$ cat config.mk
export PLATFORM = sky130hd
export DESIGN_NAME = mcf_source_multich_flat
export DESIGN_NICKNAME = d
export VERILOG_FILES = /design/src/rtl/mcf_source_multich_if.sv /design/src/rtl/mcf_source_multich.sv /design/src/flat_wrapper.sv
export SDC_FILE = /design/constraint.sdc
export NUM_CORES = 1
export LEC_CHECK = 0
export BUFFER_PORTS_ARGS = -buffer_cell sky130_fd_sc_hd__clkbuf_2
export CAP_MARGIN = 20
export CELL_PAD_IN_SITES_DETAIL_PLACEMENT = 1
export CELL_PAD_IN_SITES_GLOBAL_PLACEMENT = 2
export CORE_ASPECT_RATIO = 1.5
export CORE_UTILIZATION = 27
export CTS_CLUSTER_DIAMETER = 150
export CTS_CLUSTER_SIZE = 24
export DETAILED_ROUTE_END_ITERATION = 12
export PLACE_DENSITY_LB_ADDON = 0.15
export SYNTH_ARGS = -nofsm -noshare
export SYNTH_HDL_FRONTEND = slang
export SYNTH_SLANG_ARGS = --single-unit
$ cat constraint.sdc
create_clock -name clk -period 3.7 [get_ports clk]
set_input_delay 0.37 -clock clk [delete_from_list [all_inputs] [get_ports clk]]
set_output_delay 0.37 -clock clk [all_outputs]
set_load 0.01 [all_outputs]
$ cat src/rtl/mcf_source_multich_if.sv
// Sample stream toward axi_wrapper: data, last, valid/ready and the 128-bit packet header.
// The master drives everything except tready.
interface mcf_source_multich_if #(
    parameter int DATA_W = 32
);
    logic [DATA_W-1:0] tdata;
    logic              tlast;
    logic              tvalid;
    logic              tready;
    logic [127:0]      tuser;

    modport master (output tdata, tlast, tvalid, tuser, input tready);
    modport slave  (input tdata, tlast, tvalid, tuser, output tready);
endinterface

$ cat src/rtl/mcf_source_multich.sv
// Paced, counter-patterned burst source serving NUM_CH channels round-robin; MCF_SRC_TIMESTAMP_EN adds header timestamps.
// Latency: one SELECT cycle per burst, then one sample per divider tick (tick -> tvalid next cycle).
// Backpressure: tvalid holds until tready; ticks lost while stalled set the sticky overrun flag.
module mcf_source_multich #(
    parameter int NUM_CH            = 4,
    parameter int DATA_W            = 32,
    parameter int SR_ENABLE         = 129,
    parameter int SR_SAMPLE_LEN_1MS = 130,
    parameter int SR_SPP            = 131,
    parameter int SR_CLK_DIV        = 132,
    parameter int SR_CH_MASK        = 133
) (
    input  logic                 clk,
    input  logic                 reset_n,
    input  logic                 set_stb,
    input  logic [7:0]           set_addr,
    input  logic [31:0]          set_data,
    input  logic [15:0]          src_sid,
    input  logic [15:0]          dst_sid,
    mcf_source_multich_if.master o,
    output logic                 overrun
);
    localparam int CH_W  = (NUM_CH > 1) ? $clog2(NUM_CH) : 1;
    localparam int CNT_W = DATA_W - 4;

    typedef enum logic [1:0] {IDLE, SELECT, WAIT_TICK, SEND} state_t;
    state_t state, state_nxt;

    logic              enable, enable_d;
    logic [15:0]       spp, spp_eff, w_spp, pkt_cnt;
    logic [31:0]       sample_len, len_eff, w_len, burst_cnt;
    logic [31:0]       clk_div, w_div, div_cnt;
    logic [NUM_CH-1:0] ch_mask;
    logic              tick, valid, tlast, hs, pkt_last, burst_last, found;
    logic [CH_W-1:0]   cur_ch, last_ch, pick;
    int                rr_idx;
    logic [CNT_W-1:0]  samp_cnt [NUM_CH];
    logic [11:0]       seq [NUM_CH];
    logic              hdr_ht, hdr_eob;
    logic [11:0]       hdr_seq;
    logic [15:0]       hdr_src, hdr_dst;
    logic [63:0]       hdr_ts;

    always_ff @(posedge clk or negedge reset_n) begin
        if (!reset_n) begin
            enable     <= 1'b0;
            spp        <= 16'd1;
            sample_len <= 32'd1;
            clk_div    <= 32'd0;
            ch_mask    <= '1;
        end else if (set_stb) begin
            case (set_addr)
                8'(SR_ENABLE):         enable     <= set_data[0];
                8'(SR_SAMPLE_LEN_1MS): sample_len <= set_data;
                8'(SR_SPP):            spp        <= set_data[15:0];
                8'(SR_CLK_DIV):        clk_div    <= set_data;
                8'(SR_CH_MASK):        ch_mask    <= set_data[NUM_CH-1:0];
                default: ;
            endcase
        end
    end

    assign spp_eff = (spp == 16'd0) ? 16'd1 : spp;
    assign len_eff = (sample_len == 32'd0) ? 32'd1 : sample_len;
    assign tick    = (state != IDLE) && (div_cnt >= w_div);

    // Search starts just after the last served channel; last_ch resets to the top index.
    always_comb begin
        found  = 1'b0;
        pick   = last_ch;
        rr_idx = 0;
        for (int i = 1; i <= NUM_CH; i++) begin
            rr_idx = int'(last_ch) + i;
            if (rr_idx >= NUM_CH) rr_idx = rr_idx - NUM_CH;
            if (!found && ch_mask[CH_W'(rr_idx)]) begin
                found = 1'b1;
                pick  = CH_W'(rr_idx);
            end
        end
    end

    always_ff @(posedge clk or negedge reset_n) begin
        if (!reset_n) state <= IDLE;
        else          state <= state_nxt;
    end

    always_comb begin
        state_nxt = state;
        case (state)
            IDLE:      if (enable && (|ch_mask)) state_nxt = SELECT;
            SELECT:    state_nxt = (enable && found) ? WAIT_TICK : IDLE;
            WAIT_TICK: if (tick) state_nxt = SEND;
            SEND: begin
                if (hs) begin
                    if (tlast && !enable) state_nxt = IDLE;
                    else if (burst_last)  state_nxt = SELECT;
                    else                  state_nxt = WAIT_TICK;
                end
            end
            default:   state_nxt = IDLE;
        endcase
    end

    always_comb begin
        valid      = (state == SEND);
        pkt_last   = (pkt_cnt == w_spp - 16'd1);
        burst_last = (burst_cnt == w_len - 32'd1);
        tlast      = valid && (pkt_last || burst_last);
        hs         = valid && o.tready;
        o.tvalid   = valid;
        o.tlast    = tlast;
        o.tdata    = valid ? {4'(cur_ch), samp_cnt[cur_ch]} : '0;
    end

    assign o.tuser = {2'b00, hdr_ht, hdr_eob, hdr_seq, 16'h0000, hdr_src, hdr_dst, hdr_ts};

`ifdef MCF_SRC_TIMESTAMP_EN
    localparam logic HAS_TIME = 1'b1;
    logic [63:0] ts_cnt;

    always_ff @(posedge clk or negedge reset_n) begin
        if (!reset_n) begin
            ts_cnt <= '0;
            hdr_ts <= '0;
        end else begin
            ts_cnt <= ts_cnt + 64'd1;
            if (state == WAIT_TICK && tick && pkt_cnt == 16'd0) hdr_ts <= ts_cnt;
        end
    end
`else
    localparam logic HAS_TIME = 1'b0;
    assign hdr_ts = '0;
`endif

    always_ff @(posedge clk or negedge reset_n) begin
        if (!reset_n) begin
            enable_d  <= 1'b0;
            div_cnt   <= '0;
            w_spp     <= 16'd1;
            w_len     <= 32'd1;
            w_div     <= '0;
            cur_ch    <= '0;
            last_ch   <= CH_W'(NUM_CH - 1);
            pkt_cnt   <= '0;
            burst_cnt <= '0;
            hdr_ht    <= 1'b0;
            hdr_eob   <= 1'b0;
            hdr_seq   <= '0;
            hdr_src   <= '0;
            hdr_dst   <= '0;
            overrun   <= 1'b0;
            for (int c = 0; c < NUM_CH; c++) begin
                samp_cnt[c] <= '0;
                seq[c]      <= '0;
            end
        end else begin
            enable_d <= enable;
            div_cnt  <= (state == IDLE || tick) ? 32'd0 : div_cnt + 32'd1;

            if (state == SELECT && found && enable) begin
                cur_ch    <= pick;
                last_ch   <= pick;
                w_spp     <= spp_eff;
                w_len     <= len_eff;
                w_div     <= clk_div;
                pkt_cnt   <= '0;
                burst_cnt <= '0;
                hdr_ht    <= HAS_TIME;
                hdr_eob   <= (len_eff <= 32'(spp_eff));
                hdr_seq   <= seq[pick];
                hdr_src   <= src_sid;
                hdr_dst   <= dst_sid + 16'(pick);
            end

            if (hs) begin
                samp_cnt[cur_ch] <= samp_cnt[cur_ch] + 1'b1;
                burst_cnt        <= burst_cnt + 32'd1;
                pkt_cnt          <= tlast ? 16'd0 : pkt_cnt + 16'd1;
                if (tlast) seq[cur_ch] <= seq[cur_ch] + 12'd1;
            end

            // A disable mid-packet marks the packet in flight as end-of-burst.
            if (hs && tlast && !burst_last && enable) begin
                hdr_seq <= seq[cur_ch] + 12'd1;
                hdr_eob <= (w_len - burst_cnt - 32'd1 <= 32'(w_spp));
            end else if ((state == WAIT_TICK || state == SEND) && !enable) begin
                hdr_eob <= 1'b1;
            end

            if (enable && !enable_d)                       overrun <= 1'b0;
            else if (tick && state == SEND && !o.tready)   overrun <= 1'b1;
        end
    end
endmodule

$ cat src/flat_wrapper.sv
// flat-port wrapper written by rule: the top's interface ports become plain ports
module mcf_source_multich_flat 
#(
    parameter int NUM_CH            = 4,
    parameter int DATA_W            = 32,
    parameter int SR_ENABLE         = 129,
    parameter int SR_SAMPLE_LEN_1MS = 130,
    parameter int SR_SPP            = 131,
    parameter int SR_CLK_DIV        = 132,
    parameter int SR_CH_MASK        = 133
)
  (clk, reset_n, set_stb, set_addr, set_data, src_sid, dst_sid, overrun, o_tdata, o_tlast, o_tvalid, o_tuser, o_tready);
  mcf_source_multich_if #(.DATA_W(DATA_W)) o_i ();
  input  logic clk;
  input  logic reset_n;
  input  logic set_stb;
  input  logic [7:0] set_addr;
  input  logic [31:0] set_data;
  input  logic [15:0] src_sid;
  input  logic [15:0] dst_sid;
  output logic overrun;
  output wire logic [$bits(o_i.tdata)-1:0] o_tdata;
  output wire logic [$bits(o_i.tlast)-1:0] o_tlast;
  output wire logic [$bits(o_i.tvalid)-1:0] o_tvalid;
  output wire logic [$bits(o_i.tuser)-1:0] o_tuser;
  input wire logic [$bits(o_i.tready)-1:0] o_tready;
  assign o_tdata = o_i.tdata;
  assign o_tlast = o_i.tlast;
  assign o_tvalid = o_i.tvalid;
  assign o_tuser = o_i.tuser;
  assign o_i.tready = o_tready;
  mcf_source_multich #(.NUM_CH(NUM_CH), .DATA_W(DATA_W), .SR_ENABLE(SR_ENABLE), .SR_SAMPLE_LEN_1MS(SR_SAMPLE_LEN_1MS), .SR_SPP(SR_SPP), .SR_CLK_DIV(SR_CLK_DIV), .SR_CH_MASK(SR_CH_MASK)) u_core (.clk(clk), .reset_n(reset_n), .set_stb(set_stb), .set_addr(set_addr), .set_data(set_data), .src_sid(src_sid), .dst_sid(dst_sid), .o(o_i), .overrun(overrun));
endmodule
* Word-level counts from Yosys, hierarchy flattened *
Cells that the tools add are included.

operators by class
  div/mod/pow operators = 0
  bitwise gates (word level) = 2
  shifts and indexed selects = 0
  eq/ne operators = 13
  multipliers = 0
  mux-type cells = 62
  magnitude comparators = 14
  add/subtract/negate cells = 18
  reductions and logical operators = 45

operators with widths
  operator                                                              count
  32-bit two-way mux                                                    4
  112-bit bitwise mux                                                   1
  12-bit two-way mux                                                    7
  28-bit two-way mux                                                    3
  32-bit by 1-bit adder with 32-bit output, second input constant       2
  32-bit by 16-bit less-or-equal comparator with 1-bit output           2
  16-bit two-way mux                                                    4
  32-bit by 1-bit subtractor with 32-bit output, second input constant  2
  28-bit binary-select mux with 2-bit select                            1
  28-bit demux with 2-bit select                                        1
  12-bit binary-select mux with 2-bit select                            2
  48-bit bitwise mux                                                    1
  8-bit equality test, second input constant                            5
  32-bit equality test                                                  1
  32-bit greater-or-equal comparator                                    1
  32-bit logical NOT                                                    1
  32-bit subtractor                                                     1
  30-bit two-way mux                                                    1
  28-bit by 1-bit adder with 28-bit output, second input constant       1
  2-bit two-way mux                                                     14
  12-bit demux with 2-bit select                                        1
  1-bit logical AND                                                     19
  1-bit two-way mux                                                     17
  16-bit by 1-bit adder with 16-bit output, second input constant       1
  other kinds (27)                                                      61

word-level totals
  latch bits = 0
  bits in writable memories = 0
  word-level logic and storage cells = 182
  memories kept = 0
  output and inout port bits = 163
  bits in read-only memories = 0
  input port bits = 76
  flip-flop bits (word level) = 458

* Logic depth before layout (Yosys ltp) *
Gate-level depths: netlist (run 1).

  depth after elaboration = 22
  gate-level depth with buffers = 22
  mapped depth without buffers = 22

* Worst setup path after synthesis (run 1) *
No wires, ideal clock.

  kind = reg-to-reg
  start point = register u_core.w_len[0]
  end point = register u_core.hdr_eob
  path buffers = 0
  path slack = -300 ps
  stages on the path, launching flop included = 22
  period minus slack after synthesis = 4000 ps
  required time = 3621 ps
  data arrival time = 3921 ps
  library setup time = 79 ps
  cell sequence = dfstp_2 ha_1 inv_1 fa_1 nand2b_1 a21oi_1 o21a_1 o21a_1 nor2_1 o21bai_1 a21oi_1 xnor2_1 ha_1 nand3_1 a21oi_1 a2111oi_0 a22o_1 nand4_1 a311oi_1 nand4_1 or4_1 mux2i_1

between the ends
  word-level cells in the longest chain between the ends = 8
  elaborated cells on any way between the ends = 13
  those cells by class = 3 x add/sub; 1 x order compare; 1 x eq/ne; 1 x mux; 7 x reduce/logical

RTL lines
  element                                                    RTL line                   source
  start, declared                                            mcf_source_multich.sv:31   logic [31:0] sample_len, len_eff, w_len, burst_cnt;
  start signal, assigned                                     mcf_source_multich.sv:164  w_len <= len_eff;
  branches (longest 8 deep; another with 32-bit subtractor)  n/a
  end signal, assigned                                       mcf_source_multich.sv:169  hdr_eob <= (len_eff <= 32'(spp_eff));
  end signal, assigned                                       mcf_source_multich.sv:185  hdr_eob <= (w_len - burst_cnt - 32'd1 <= 32'(w_spp));
  end, declared                                              mcf_source_multich.sv:39   logic hdr_ht, hdr_eob;

Parallel ways; which one is timed is not known.
A chain may end at the register's enable or synchronous reset.

* Final worst setup path (run 1) *
  start point = register u_core.w_len[5]
  end point = output port o_tlast

between the ends
  word-level cells in the longest chain between the ends = 4

RTL lines
  element                                        RTL line                   source
  32-bit by 1-bit subtractor with 32-bit output  mcf_source_multich.sv:107  burst_last = (burst_cnt == w_len - 32'd1);
  32-bit equality test                           mcf_source_multich.sv:107
  1-bit logical OR                               mcf_source_multich.sv:108  tlast = valid && (pkt_last || burst_last);
  1-bit logical AND                              mcf_source_multich.sv:108
  end, declared                                  flat_wrapper.sv:23         output wire logic [$bits(o_i.tlast)-1:0] o_tlast;

Every way passes these cells.

==> results.md, run 1 <==
Run status:
- The final reports fail on negative setup slack.
- The run finished, with violations left.

CTS:
- The latest clock arrival within the worst-skew pair is 620 ps.
- In this run the deepest clock path goes through 3 buffers.
- The total clock buffers created by CTS is 23.
- The clock sink count is 458.
- TritonCTS built the clock tree.
- The clock tree root driver cell is sky130_fd_sc_hd__clkbuf_16.
- The number of levels the H-tree was split into is 1.
- The clock-pin slew on the worst setup and hold paths is 120 ps.

STA:
- Setup repair after global routing could not meet its margin everywhere.
- Across all setup checks in the final design, the least slack found is -671 ps.
- The number of max-slew violations in the final report is 0.
- The share of the cycle needed by the critical path after routing is 1.18.
- In this run the tightest slew margin relative to its limit is 0.377.
- The clock period minus worst slack is 4370 ps.
- The largest clock skew in the final design is 63.3 ps.
- Derived from the worst setup path, the maximum achievable clock frequency is 229 MHz.
- Setup violations remaining at the end of the flow were counted as 70.
- The number of hold violations in the final report was 0.
- For the pin with the worst max-slew slack, the measured transition is 932 ps.

Critical path:
- The dominant cell type by count on the critical path is sky130_fd_sc_hd__buf_4.
- The count of buffer and inverter cells on the critical path is 5.
- The worst register-to-register path has a depth of 21.
- STA classifies the critical path startpoint as a flop.
- The critical path capture point type is a primary output.
- The critical path's largest stage delay is 590 ps.
- The signal on the critical path passes through buf_6 -> or4_4 -> buf_4 -> nor4_2 -> buf_4 -> a31oi_1 -> or4_4 -> or3_4 -> nor3b_2 -> a31oi_1 -> nor2_1 -> buf_4 -> clkbuf_8.
- In this run the critical register-to-register path is launched from u_core.w_len[5]$_DFFE_PN0P_.
- The largest individual stage delay along the critical path comes from the cell sky130_fd_sc_hd__or4_4.
- The cell type group with the largest total delay on the critical path is simple AND/OR/NAND/NOR gates.
- The data arrival time of the worst path is 4000 ps.
- The reg2reg setup slack is -570 ps.
- The data required time of the worst path is 3330 ps.
- Of all nets on the critical path, the largest fanout is 7.
- The critical setup path kind is flop to primary output.
- The launching instance or port of the critical path is u_core.w_len[5]$_DFFE_PN0P_.
- The endpoint identified for the worst register-to-register timing path is u_core.pkt_cnt[10]$_DFFE_PN0P_.

Yosys:
- The Yosys warning count is 0.
- Of the post-synthesis cell area, the part taken by muxes is 0.113.
- The post-synthesis instance area is 26,300 um2.
- The dominant combinational cell family by area after synthesis is simple AND/OR/NAND/NOR gates.
- The adder and majority cell fraction of the synthesized area is 0.0511.
- The distinct cell type count after synthesis is 82.
- The number of enable-type register cells in the synthesized netlist is 0.
- The post-synthesis share of cell area spent on and, or, nand and nor gates is 0.176.
- Of the total synthesized cell area, the portion taken by XOR and XNOR cells is 0.0552.
- The fraction of registers with async set or reset after synthesis is 1.00.
- The complex-gate fraction of the synthesized area was 0.106.
- The sequential element share of the synthesized area is 0.437.
- The synthesized area divided by synthesized cell count is 9.61 um2.
- The number of register bits inferred by synthesis is 458.
- Synthesis produced 2,734 cells.
- The most used flip-flop cell after synthesis is sky130_fd_sc_hd__dfrtp_1.

Hold path:
- The depth of the worst hold-timing path is 2.
- The startpoint identified for the worst hold timing path is set_data[22].
- The worst hold endpoint is u_core.clk_div[22]$_DFFE_PN0P_.
- The worst hold path belongs to the class primary input to flop.

Placed design:
- Once placement completed, the tool counted placed cells totaling 4,255.
- The number of buffers inserted by port buffering is 153.
- The HPWL reported at the end of detailed placement is 68,100 um.
- Routability-driven placement finished with a final weighted congestion of 0.852.

Final layout:
- Across the whole layout, storage elements account for 11,500 um2.
- The antenna cell count is 0.
- Of the cells placed in the final design, the portion with a size suffix greater than 1 is 0.237.
- For this run, the number of standard cells in the final layout without fillers is 4,341.
- The final net count is 3,238.
- Compared with the post-synthesis result, the final layout area differs by 20.1%.
- Counting the fill cells in the layout gives 11,000.
- The footprint of the multi-input gates is 14,100 um2.

Die:
- The die is 384 um tall.
- The die outline area is 98,500 um2.
- The number of standard-cell rows in the floorplan is 139.
- The x dimension of the die is 257 um.
- After floorplanning, the core was sized to cover 96,000 um2.
- For this design the top-level I/O count stands at 239.
- For this configuration, the core starts out at a cell density of 0.274.

Pwr:
- The power density of the placed cells is 326 nW/um2.
- The completed layout was analyzed and its total power is 10.3 mW.
- The leakage power is 14.5 nW.
- The worst-case vdd ir drop is 0.298 mV.

Detailed routing:
- For this run, design rule violations remaining after detail routing come to 0.
- After detailed routing, the average wire length per cell comes to 20.9 um.
- The detailed-route vias per instance is 4.85.
- The detailed-route wire length is 90,700 um.
- The remaining antenna violation count after routing is 0.
- Before antenna repair, the detailed router went through 5 iterations.
- The iteration-0 DRC count of the detailed router is 710.
- The via count of the routed design is 21,100.

Global route:
- Entering global routing, the biggest net connects 104 pins.
- The layer flagged by global routing as most heavily used is met2.
- The via count of the first global-routing pass is 23,300.
- For this run the aggregate overflow at the end of global routing stands at 0.
- The first-pass GRT wire length is 142,000 um.
- For this run, the total global-route usage over all layers was measured as 0.184.
- In the global route stage, met2 resource usage came out at 0.354.
- The initial antenna violation count is 3.
- For met1 alone, demand over resource in global routing was 0.217.
- For this run, global-route usage on met3 was measured as 0.0122.

Run:
- Across the run, the number of max-cap violations was 0.
stage by stage:
stage           util  setup TNS (ps)  instance area (um2)  hold WS [ps]  worst slack [ps]
2_1_floorplan      -            -207                26700          74.4             -93.1
3_3_place_gp   0.312          -22220                29900           423              -406
3_5_place_dp   0.312          -27670                29900           429              -672
4_1_cts        0.326          -49560                31300          2.37              -838
5_1_grt        0.329          -48160                31500          21.5              -840
6_report       0.329          -35700                31500          47.6              -671
placed cells by master, fill, tap and decap left out, drive strengths merged, types with 9 or more instances in the layout:
cell type,count
dfrtp,448
nand2,411
buf,258
nor2,195
clkbuf,192
o21ai,185
mux2,149
a21oi,133
inv,118
ha,104
xnor2,100
conb,85
nand3,82
xor2,63
and2,48
nand4,41
mux2i,40
mux4,40
a21o,38
and3,35
nor3,33
a31oi,30
nor4,28
dlygate4sd3,18
or2,17
nand2b,14
o211ai,10
dfstp,10
a211oi,10
o31ai,10
nor2b,10
or4,10
and4,9
or3,9
nor3b,9
layer usage:
layer | share of wire | routed length (um)
met3 | 0.019 | 1680
met4 | 0.026 | 2340
met1 | 0.41 | 37300
met5 | 0.00014 | 13
met2 | 0.54 | 49300
synthesized netlist by cell type, types with 25 or more instances:
master                       n  area (um2)
sky130_fd_sc_hd__nor2_1    193         724
sky130_fd_sc_hd__and3_1     35         219
sky130_fd_sc_hd__mux2_2    104        1170
sky130_fd_sc_hd__ha_1      104        1300
sky130_fd_sc_hd__clkbuf_1  111         417
sky130_fd_sc_hd__o21ai_0   182         911
sky130_fd_sc_hd__nor3_1     31         155
sky130_fd_sc_hd__mux2i_1    40         400
sky130_fd_sc_hd__a21o_1     38         285
sky130_fd_sc_hd__a31oi_1    30         188
sky130_fd_sc_hd__nand4_1    41         257
sky130_fd_sc_hd__inv_1     118         443
sky130_fd_sc_hd__nor4_1     25         156
sky130_fd_sc_hd__mux2_1     45         507
sky130_fd_sc_hd__xor2_1     63         552
sky130_fd_sc_hd__nand2_1   409        1540
sky130_fd_sc_hd__mux4_2     40         901
sky130_fd_sc_hd__a21oi_1   132         661
sky130_fd_sc_hd__dfrtp_1   448       11200
sky130_fd_sc_hd__and2_1     48         300
sky130_fd_sc_hd__nand3_1    82         410
sky130_fd_sc_hd__buf_4      87         653
sky130_fd_sc_hd__xnor2_1   100         876
worst register-to-register path, delay by kind of cell, from the launching register on:
family | cells | cell delay (ps)
flip-flops | 1 | 410
AND/OR/NAND/NOR | 5 | 1530
XOR/XNOR | 1 | 170
buffers and inverters | 12 | 1620
AO/OA/AOI/OAI | 3 | 400
timing repair:
item / CTS / global route
setup buffers: 19 / 6
pin swaps: 32 / 24
hold buffers: 18 / 0
gates cloned: 3 / 0
endpoints found under the hold margin: 94 / 0
setup endpoints to repair: 79 / 89
resized for setup: 69 / 44
flip-flops by register name (all words and copies together) (netlist names), 4 cells and up:
name,flops
u_core.spp,16
u_core.samp_cnt,112
u_core.w_spp,16
u_core.hdr_seq,12
u_core.sample_len,32
u_core.seq,48
u_core.hdr_src,16
u_core.pkt_cnt,16
u_core.w_len,32
u_core.ch_mask,4
u_core.clk_div,32
u_core.burst_cnt,32
u_core.w_div,32
u_core.hdr_dst,16
u_core.div_cnt,32
where the power goes:
part	internal [mW]	switching, mW	leakage, nW
sequential	5.19	0.145	5.96
combinational	0.772	1.13	8.21
clock	1.21	1.83	0.315
layout make-up:
type                    instances  area share
repair buffers                428       0.103
multi-input cells            2027       0.448
clock inverters                 1    0.000952
well taps                    1269      0.0503
inverters                     118      0.0141
clock buffers                  40      0.0203
flip-flops and latches        458       0.364
logic make-up after synthesis:
| kind of cell | count (synthesis) |
|---|---|
| compound gates | 470 |
| xor+xnor | 164 |
| fa+ha+maj | 106 |
| buf+inv | 334 |
| flops | 458 |
| mux | 229 |
| other cells | 1 |
| simple gates | 972 |
worst max-delay path by stage:
stage,depth (start not counted),endpoint
after global routing,12,o_tlast
final,13,o_tlast
after global placement,20,u_core.hdr_eob$_DFFE_PN0P_
after CTS,13,o_tlast
after detailed placement,18,u_core.hdr_eob$_DFFE_PN0P_
after floorplan,21,u_core.hdr_eob$_DFFE_PN0P_
(Power assumes the default switching activity.)
==> run 2: changes to the inputs <==
--- a/config.mk
+++ b/config.mk
@@ -7,5 +7,4 @@
 export LEC_CHECK = 0
 export BUFFER_PORTS_ARGS = -buffer_cell sky130_fd_sc_hd__clkbuf_2
-export CAP_MARGIN = 20
 export CELL_PAD_IN_SITES_DETAIL_PLACEMENT = 1
 export CELL_PAD_IN_SITES_GLOBAL_PLACEMENT = 2
@@ -16,4 +15,5 @@
 export DETAILED_ROUTE_END_ITERATION = 12
 export PLACE_DENSITY_LB_ADDON = 0.15
+export SLEW_MARGIN = 25
 export SYNTH_ARGS = -nofsm -noshare
 export SYNTH_HDL_FRONTEND = slang
==> constraint.sdc (replaced) <==
create_clock -name clk -period 3.7 [get_ports clk]
set_input_delay 0 -clock clk [delete_from_list [all_inputs] [get_ports clk]]
set_output_delay 0 -clock clk [all_outputs]
set_load 0.01 [all_outputs]
==> run 2 against run 1 <==
The flow still finishes with violations (negative setup slack). Cell count is 1.6% higher. Combinational power hardly changed. Critical path depth is 8 higher. Largest cell class unchanged.
==> results.md, run 2 (same netlist as run 1, synthesis figures left out) <==
Run status:
- The flow ran to the end, but the final reports show violations.
- The final reports fail on negative setup slack.

Global route:
- The via count of the first global-routing pass is 23,800 (+2.1%).
- The first-pass GRT wire length is 146,000 um (+3.0%).
- The initial antenna violation count is 0 (-3).
- The aggregate global-route resource usage was 0.190 (+0.00620).
- The total global routing overflow is 0 (unchanged).
- The largest net degree at the start of global routing is 135 (+30%).

Detailed routing:
- The remaining antenna violation count after routing was 0 (unchanged).
- The detailed-route wire length per cell is 21.2 um (+1.4%).
- The detailed-route vias per instance is 4.86 (about the same).
- The iteration count of the initial detailed-routing pass is 5 (unchanged).
- The iteration-0 DRC count of the detailed router came to 859 (+21%).
- The detailed-route wire length is 93,400 um (+3.0%).
- The via count of the routed design is 21,400 (+1.7%).
- The count of unresolved DRC violations after routing was 0 (unchanged).

Critical path:
- The highest net fanout along the worst path was 3 (-4).
- The reg-to-reg critical path startpoint is u_core.w_len[0]$_DFFE_PN1P_.
- The worst setup path is captured at a flop.
- The worst-case reg-to-reg path depth is 21 (unchanged).
- The reg2reg setup slack came to -540 ps (+30 ps).
- The critical path ends at u_core.hdr_eob$_DFFE_PN0P_.
- The data arrival time of the worst path is 4760 ps (+760 ps).
- The data required time of the worst path is 4220 ps (+890 ps).
- STA classifies the critical path startpoint as a flop.
- The critical setup path kind is flop to flop.
- The signal on the critical path passes through ha_4 -> inv_1 -> fa_2 -> nand2b_4 -> a21oi_2 -> o21a_1 -> o21a_1 -> nor2_2 -> o21bai_1 -> a21oi_1 -> xnor2_1 -> ha_1 -> nand3_1 -> a21oi_1 -> a2111oi_2 -> a22o_2 -> nand4_1 -> a311oi_1 -> nand4_1 -> or4_1 -> mux2i_1.
- Tracing the worst setup path back leads to its startpoint at u_core.w_len[0]$_DFFE_PN1P_.
- Among all stages on the critical path, the largest delay is contributed by sky130_fd_sc_hd__dfstp_2.
- The critical path's largest stage delay is 580 ps (about the same).
- The endpoint identified for the worst register-to-register timing path is u_core.hdr_eob$_DFFE_PN0P_.

STA:
- The largest clock skew in the final design is 49.3 ps (-14.0 ps).
- The transition time of the tightest slew-check pin is 909 ps (-23.1 ps).
- The clock period minus worst slack was 4240 ps (-127 ps).
- The number of max-slew violations in the final report is 0 (unchanged).
- The highest attainable clock frequency is 236 MHz (+3.0%).
- The share of the cycle needed by the critical path after routing is 1.15 (-0.0344).
- The total of endpoints with negative setup slack in the final report is 80 (+14%).
- Setup repair after global routing could not meet its margin everywhere.
- The headroom to the max-slew limit was 0.393 (+0.0154).
- The number of hold violations in the final report came to 0 (unchanged).
- The setup slack of the critical path after layout is -544 ps (+127 ps).

Pwr:
- The worst-case vdd ir drop came to 0.214 mV (-28%).
- The leakage power came to 14.8 nW (+2.3%).
- The overall power consumption is 10.3 mW (+0.26%).
- The power density of the placed cells was 318 nW/um2 (-2.3%).

Placed design:
- The HPWL reported at the end of detailed placement came to 69,400 um (+1.8%).
- The instance area at placement is 29,900 um2 (-0.13%).
- The number of buffers inserted by port buffering is 153 (unchanged).
- The final weighted congestion in routability-driven placement is 0.881 (+3.5%).

Die:
- The number of standard-cell rows in the floorplan is 139 (unchanged).
- The core footprint is 96,000 um2 (unchanged).
- The I/O pin total is 239 (unchanged).
- The die outline area was 98,500 um2 (unchanged).
- The x dimension of the die is 257 um (unchanged).
- The initial cell density of the core is 0.274 (unchanged).
- The die height is 384 um (unchanged).

CTS:
- The clock sink count is 458 (unchanged).
- The number of levels the H-tree was split into is 1 (unchanged).
- The clock-pin slew on the worst setup and hold paths is 120 ps (about the same).
- In this run the clock root is driven by a sky130_fd_sc_hd__clkbuf_16.
- TritonCTS built the clock tree.
- The latest clock arrival within the worst-skew pair is 610 ps (about the same).
- The total clock buffers created by CTS is 23 (unchanged).
- The maximum buffer depth of the clock tree is 3 (unchanged).

Final layout:
- In the final layout, the registers with the most flip-flops are u_core.samp_cnt: 112 flops, u_core.seq: 48 flops.
- The area growth from synthesis to layout is 23.3%.
- The final net count is 3,308 (+2.2%).
- The final instance area was 32,400 um2 (+2.7%).
- The register with the most flip-flops is u_core.samp_cnt.
- Leaving out fill and tap cells, the most frequent cells in the layout are sky130_fd_sc_hd__dfrtp_1 (446), sky130_fd_sc_hd__nand2_1 (407), sky130_fd_sc_hd__buf_4 (215).
- Leaving out fill and tap cells, the most frequent cell in the layout is sky130_fd_sc_hd__dfrtp_1.
- The proportion of layout cells with a drive suffix above 1 came to 0.236 (-0.00146).
- The number of flip-flops under the largest register name is 112 (unchanged).
- The number of inserted filler cells in the final layout is 11,000 (-0.31%).

Run:
- The number of max-cap violations came to 0 (unchanged).

Hold path:
- In this run the worst hold path is classified as primary input to async pin.
## run 2: worst min-delay path by stage
stage            start  slack [ps]                         endpoint  cells after the start
2_1_floorplan  reset_n        -300  u_core.burst_cnt[0]$_DFFE_PN0P_                      0
3_3_place_gp   reset_n         120  u_core.samp_cnt[47]$_DFFE_PN0P_                      1
3_5_place_dp   reset_n         150  u_core.samp_cnt[19]$_DFFE_PN0P_                      1
4_1_cts        reset_n          60  u_core.samp_cnt[54]$_DFFE_PN0P_                      2
5_1_grt        reset_n         100  u_core.samp_cnt[19]$_DFFE_PN0P_                      2
6_report       reset_n          70  u_core.samp_cnt[19]$_DFFE_PN0P_                      2
## run 2: through the flow
| step | setup TNS, ps | instances | hold WS, ps | util | setup slack, ps |
|---|---|---|---|---|---|
| 2_1_floorplan | -207 | 2818 | -296 | - | -93.1 |
| 3_3_place_gp | -21060 | 4252 | 125 | 0.311 | -750 |
| 3_5_place_dp | -25290 | 4252 | 146 | 0.311 | -874 |
| 4_1_cts | -29320 | 4408 | 61.9 | 0.335 | -561 |
| 5_1_grt | -37200 | 4411 | 100 | 0.337 | -773 |
| 6_report | -26180 | 4412 | 70.1 | 0.337 | -544 |
## run 2: per-layer routing
layer / GRT usage / part of all wire / vias to the layer above
met5: 0 / 0 / -
met4: 0.0608 / 0.031 / 0
met3: 0.0164 / 0.022 / 102
met2: 0.369 / 0.55 / 295
met1: 0.217 / 0.40 / 11000
li1: - / - / 10100
## run 2: cell type report
class,instances,area (um2),area share
multi-input combinational,2027,14200,0.438
sequential,458,11500,0.355
timing repair buffer,498,4010,0.124
tap,1269,1590,0.0490
clock buffer,39,636,0.0196
inverter,118,445,0.0138
clock inverter,2,25.0,0.000773
antenna,1,2.50,0.0000773
## run 2: report_power, final
part	internal [mW]	leakage (nW)	switching [mW]
logic	0.803	8.54	1.13
clock network	1.20	0.316	1.82
registers	5.19	5.96	0.154
## run 2: timing repair
action,in CTS,in global routing
setup buffers,25,7
hold endpoints to repair,212,0
gates cloned,6,0
pin swaps,44,20
resized for setup,106,35
endpoints found under the setup margin,80,93
hold buffers,84,0
## run 2: worst max-delay path, delay by kind of cell, from the launching register on
kind | cells | cell delay, ps
AOI/OAI and AO/OA | 9 | 1510
and+or+nand+nor | 6 | 950
adders and majority gates | 3 | 770
DFF | 1 | 580
muxes | 1 | 140
xor gates and xnor gates | 1 | 130
buffers and inverters | 1 | 60
==> run 3: changes to the inputs <==
ABC_AREA = 1   (was default)
==> run 3 against run 2 <==
The run now ends clean. Routed wire length is 24% higher. Global-route usage is 3.0 points higher. Core utilization fell by 2.4 points. Maximum frequency grew 22%. Critical path depth is 5 lower. Sequential power rose by 24%. Flip-flop and latch count is the same. Register-to-register slack better by 820 ps. Area after synthesis increased by 7.3%. Via count up 21%. First-iteration DRC count is 48% higher. Cell count grew 24%. Largest cell class unchanged. Highest routed layer unchanged.
==> results.md, run 3 <==
Run status:
- The run finished with clean final reports.

Global route:
- The first-pass GRT wire length is 176,000 um (+21%).
- The initial antenna violation count is 2 (+2).
- The largest net degree at the start of global routing is 92 (-32%).
- The total global routing overflow came to 0 (unchanged).
- The aggregate global-route resource usage is 0.220 (+0.0295).
- The via count of the first global-routing pass came to 27,600 (+16%).

Final layout:
- The final net count came to 4,256 (+29%).
- The final design utilization is 0.313 (-0.0240).
- The proportion of layout cells with a drive suffix above 1 is 0.0958 (-0.140).
- The register with the most flip-flops is u_core.samp_cnt.
- The growth of design area from synthesis to finish is 14.5%.
- The library cells used most frequently in the layout, excluding fill and tap cells, are sky130_fd_sc_hd__nand2_1 (1,211), sky130_fd_sc_hd__dfrtp_1 (447), sky130_fd_sc_hd__inv_1 (388).
- The number of flip-flops under the largest register name is 112 (unchanged).
- The largest registers in the layout are u_core.samp_cnt: 112 flops, u_core.seq: 48 flops.
- The library cell used most frequently in the layout, excluding fill and tap cells, is sky130_fd_sc_hd__nand2_1.
- The final instance area is 32,300 um2 (-0.29%).

STA:
- The share of the cycle needed by the critical path after routing is 0.941 (-0.206).
- The sum of negative setup slack is 0 ps (+26,180 ps).
- The total of endpoints with negative setup slack in the final report is 0 (-100%).
- The transition time of the tightest slew-check pin was 808 ps (-101 ps).
- The largest clock skew in the final design came to 31.2 ps (-18.1 ps).
- The number of hold violations in the final report is 0 (unchanged).
- The clock period minus worst slack was 3480 ps (-762 ps).
- The worst hold margin was 11.6 ps (-58.5 ps).
- The headroom to the max-slew limit is 0.458 (+0.0652).
- The number of max-slew violations in the final report is 0 (unchanged).
- The highest attainable clock frequency is 287 MHz (+22%).

Yosys:
- The number of register bits inferred by synthesis came to 458 (unchanged).
- The area share of the largest cell type after synthesis is 0.398 (-0.0291).
- The Yosys warning count is 0 (unchanged).
- The fraction of registers with async set or reset after synthesis is 1.00 (unchanged).
- The sequential element share of the synthesized area is 0.407 (-0.0298).
- By area the synthesized netlist is led by sky130_fd_sc_hd__dfrtp_1 (40%), sky130_fd_sc_hd__nand2_1 (16%), sky130_fd_sc_hd__o21ai_0 (5.9%).
- The commonest cells after synthesis are sky130_fd_sc_hd__nand2_1 (1,215), sky130_fd_sc_hd__dfrtp_1 (448), sky130_fd_sc_hd__inv_1 (391).
- The synthesized area divided by synthesized cell count is 7.31 um2 (-24%).
- The post-synthesis instance area came to 28,200 um2 (+7.3%).
- The library cell occupying the most area in the post-synthesis netlist is sky130_fd_sc_hd__dfrtp_1.
- For this run, the leading register cell type out of synthesis is sky130_fd_sc_hd__dfrtp_1.
- The number of enable-type register cells in the synthesized netlist is 0 (unchanged).
- Yosys instantiated no cell more often than sky130_fd_sc_hd__nand2_1.
- The distinct cell type count after synthesis is 66 (-20%).
- The post-synthesis instance total is 3,856 (+41%).

Critical path:
- The reg-to-reg critical path startpoint is u_core.sample_len[13]$_DFFE_PN0P_.
- The worst-case reg-to-reg path depth is 10 (-52%).
- The highest net fanout along the worst path came to 8 (+5).
- The critical setup path kind is flop to primary output.
- The slowest library cell on the worst path is sky130_fd_sc_hd__dfrtp_1.
- The launching instance or port of the critical path is u_core.w_len[3]$_DFFE_PN0P_.
- The critical path's largest stage delay is 430 ps (-150 ps).
- The critical path capture point type is a primary output.
- The data required time of the worst path is 3700 ps (-520 ps).
- The data arrival time of the worst path was 3480 ps (-1280 ps).
- STA classifies the critical path startpoint as a flop.
- The reg2reg setup slack is 280 ps (+820 ps).
- The critical path goes through buf_4 -> nor2_2 -> nand2_4 -> nor2_8 -> nand3b_2 -> o21ai_0 -> nand2_1 -> nor2_1 -> nand4_1 -> nor2_2 -> nand2_4 -> nand2_8 -> nand2_1 -> buf_4 -> inv_1 -> clkbuf_2.

Placed design:
- The number of buffers inserted by port buffering is 153 (unchanged).
- The HPWL reported at the end of detailed placement is 90,000 um (+30%).
- The final weighted congestion in routability-driven placement is 0.861 (-2.3%).
- The instance area at placement is 30,700 um2 (+2.7%).

Pwr:
- The total net switching power is 10.6 mW (+240%).
- The clock share of power is 0.147 (-0.146).
- The leakage power is 16.0 nW (+8.1%).
- The overall power consumption is 21.3 mW (+110%).
- The share of total power in sequential cells is 0.310 (-0.209).
- The cell-internal power is 10.8 mW (+49%).
- The switching share of power was 0.495 (+0.194).
- The worst-case vdd ir drop is 0.297 mV (+39%).
- The fraction of power consumed by combinational cells is 0.543 (+0.355).
- The power density of the placed cells was 660 nW/um2 (+110%).

Detailed routing:
- The detailed-route wire length came to 116,000 um (+24%).
- The count of unresolved DRC violations after routing is 0 (unchanged).
- The iteration count of the initial detailed-routing pass is 5 (unchanged).
- The detailed-route vias per instance came to 4.75 (-2.2%).
- The iteration-0 DRC count of the detailed router is 1,274 (+48%).
- The via count of the routed design is 26,000 (+21%).
- The detailed-route wire length per cell is 21.2 um (+0.12%).
- The remaining antenna violation count after routing came to 0 (unchanged).

CTS:
- The root buffer cell chosen for the clock tree is sky130_fd_sc_hd__clkbuf_16.
- The number of levels the H-tree was split into is 1 (unchanged).
- The maximum buffer depth of the clock tree is 3 (unchanged).
- The total clock buffers created by CTS is 23 (unchanged).
- The latest clock arrival within the worst-skew pair is 620 ps (about the same).
- The TritonCTS clock tree is yes.
- The clock sink count came to 458 (unchanged).
- The clock-pin slew on the worst setup and hold paths was 110 ps (about the same).

Run:
- The number of max-cap violations is 0 (unchanged).

Die:
- The die outline area is 106,000 um2 (+7.3%).
- The x dimension of the die is 266 um (+3.6%).
- The core footprint is 103,000 um2 (+7.4%).
- The number of standard-cell rows in the floorplan is 144 (+3.6%).
- The I/O pin total is 239 (unchanged).
- The initial cell density of the core is 0.273 (about the same).
- The die height is 398 um (+3.6%).

Hold path:
- The min-delay analysis places its worst path in the category primary input to async pin.
==> run 3: cells by family (layout without fill, tap and decap cells) <==
family,count (synthesis),in the layout,synth area share
AND/OR/NAND/NOR,1967,1967,0.295
other,1,87,0.000133
XOR/XNOR,136,136,0.0432
adder cells (fa/ha/maj),106,106,0.0476
multiplexers,3,3,0.00107
buffers and inverters,631,781,0.0991
AO/OA/AOI/OAI,554,554,0.107
flip-flops,458,458,0.407
==> run 3: timing repair <==
item / CTS / global route
setup buffers: 2 / 5
pin swaps: 2 / 3
hold endpoints to repair: 314 / 0
hold buffers: 75 / 0
endpoints found under the setup margin: 1 / 9
resized for setup: 7 / 29
==> run 3: final timing paths <==
kind,to
min in group clk,u_core.ch_mask[3]$_DFFE_PN1P_
max in group asynchronous,u_core.samp_cnt[22]$_DFFE_PN0P_
hold / removal,u_core.clk_div[8]$_DFFE_PN0P_
setup / recovery,o_tlast
setup reg to reg,u_core.hdr_eob$_DFFE_PN0P_
hold reg to reg,u_core.hdr_src[9]$_DFFE_PN0P_
==> run 3: final cells by class <==
cell class | instances | area [um2]
timing repair buffer | 335 | 2490
clock buffer | 39 | 636
multi-input combinational | 2851 | 14400
antenna | 2 | 5.00
fill | 12900 | 70800
inverter | 405 | 1520
clock inverter | 2 | 27.5
tap | 1387 | 1740
sequential | 458 | 11500
==> run 3: routing by layer <==
layer	GRT usage	up-vias	routed length, um
met5	0	-	0
met4	0.0692	0	3860
met3	0.0159	127	2520
met2	0.433	360	63500
met1	0.247	12900	46200
li1	-	12700	-
==> run 3: per-stage QoR <==
stage	cells	setup WS [ps]
finish	5479	218
global route	5479	-11.5
CTS	5472	7.10
detailed placement	5354	125
global placement	5354	142
floorplan	3940	119
==> run 3: power by group through the flow <==
| stage | sequential (mW) | combinational [mW] | clock, mW |
|---|---|---|---|
| 2_1_floorplan | 6.53 | 7.30 | 0 |
| 3_3_place_gp | 6.70 | 11.5 | 0 |
| 3_5_place_dp | 6.72 | 11.5 | 0 |
| 4_1_cts | 6.63 | 11.7 | 3.30 |
| 5_1_grt | 6.71 | 13.0 | 3.41 |
| 6_report | 6.60 | 11.6 | 3.13 |
==> run 3: worst max-delay path, delay by kind of cell (launching register included) <==
| kind | cells | cell delay (ps) |
|---|---|---|
| simple gates | 11 | 1600 |
| buf+inv | 4 | 680 |
| flops | 1 | 430 |
| compound gates | 1 | 170 |
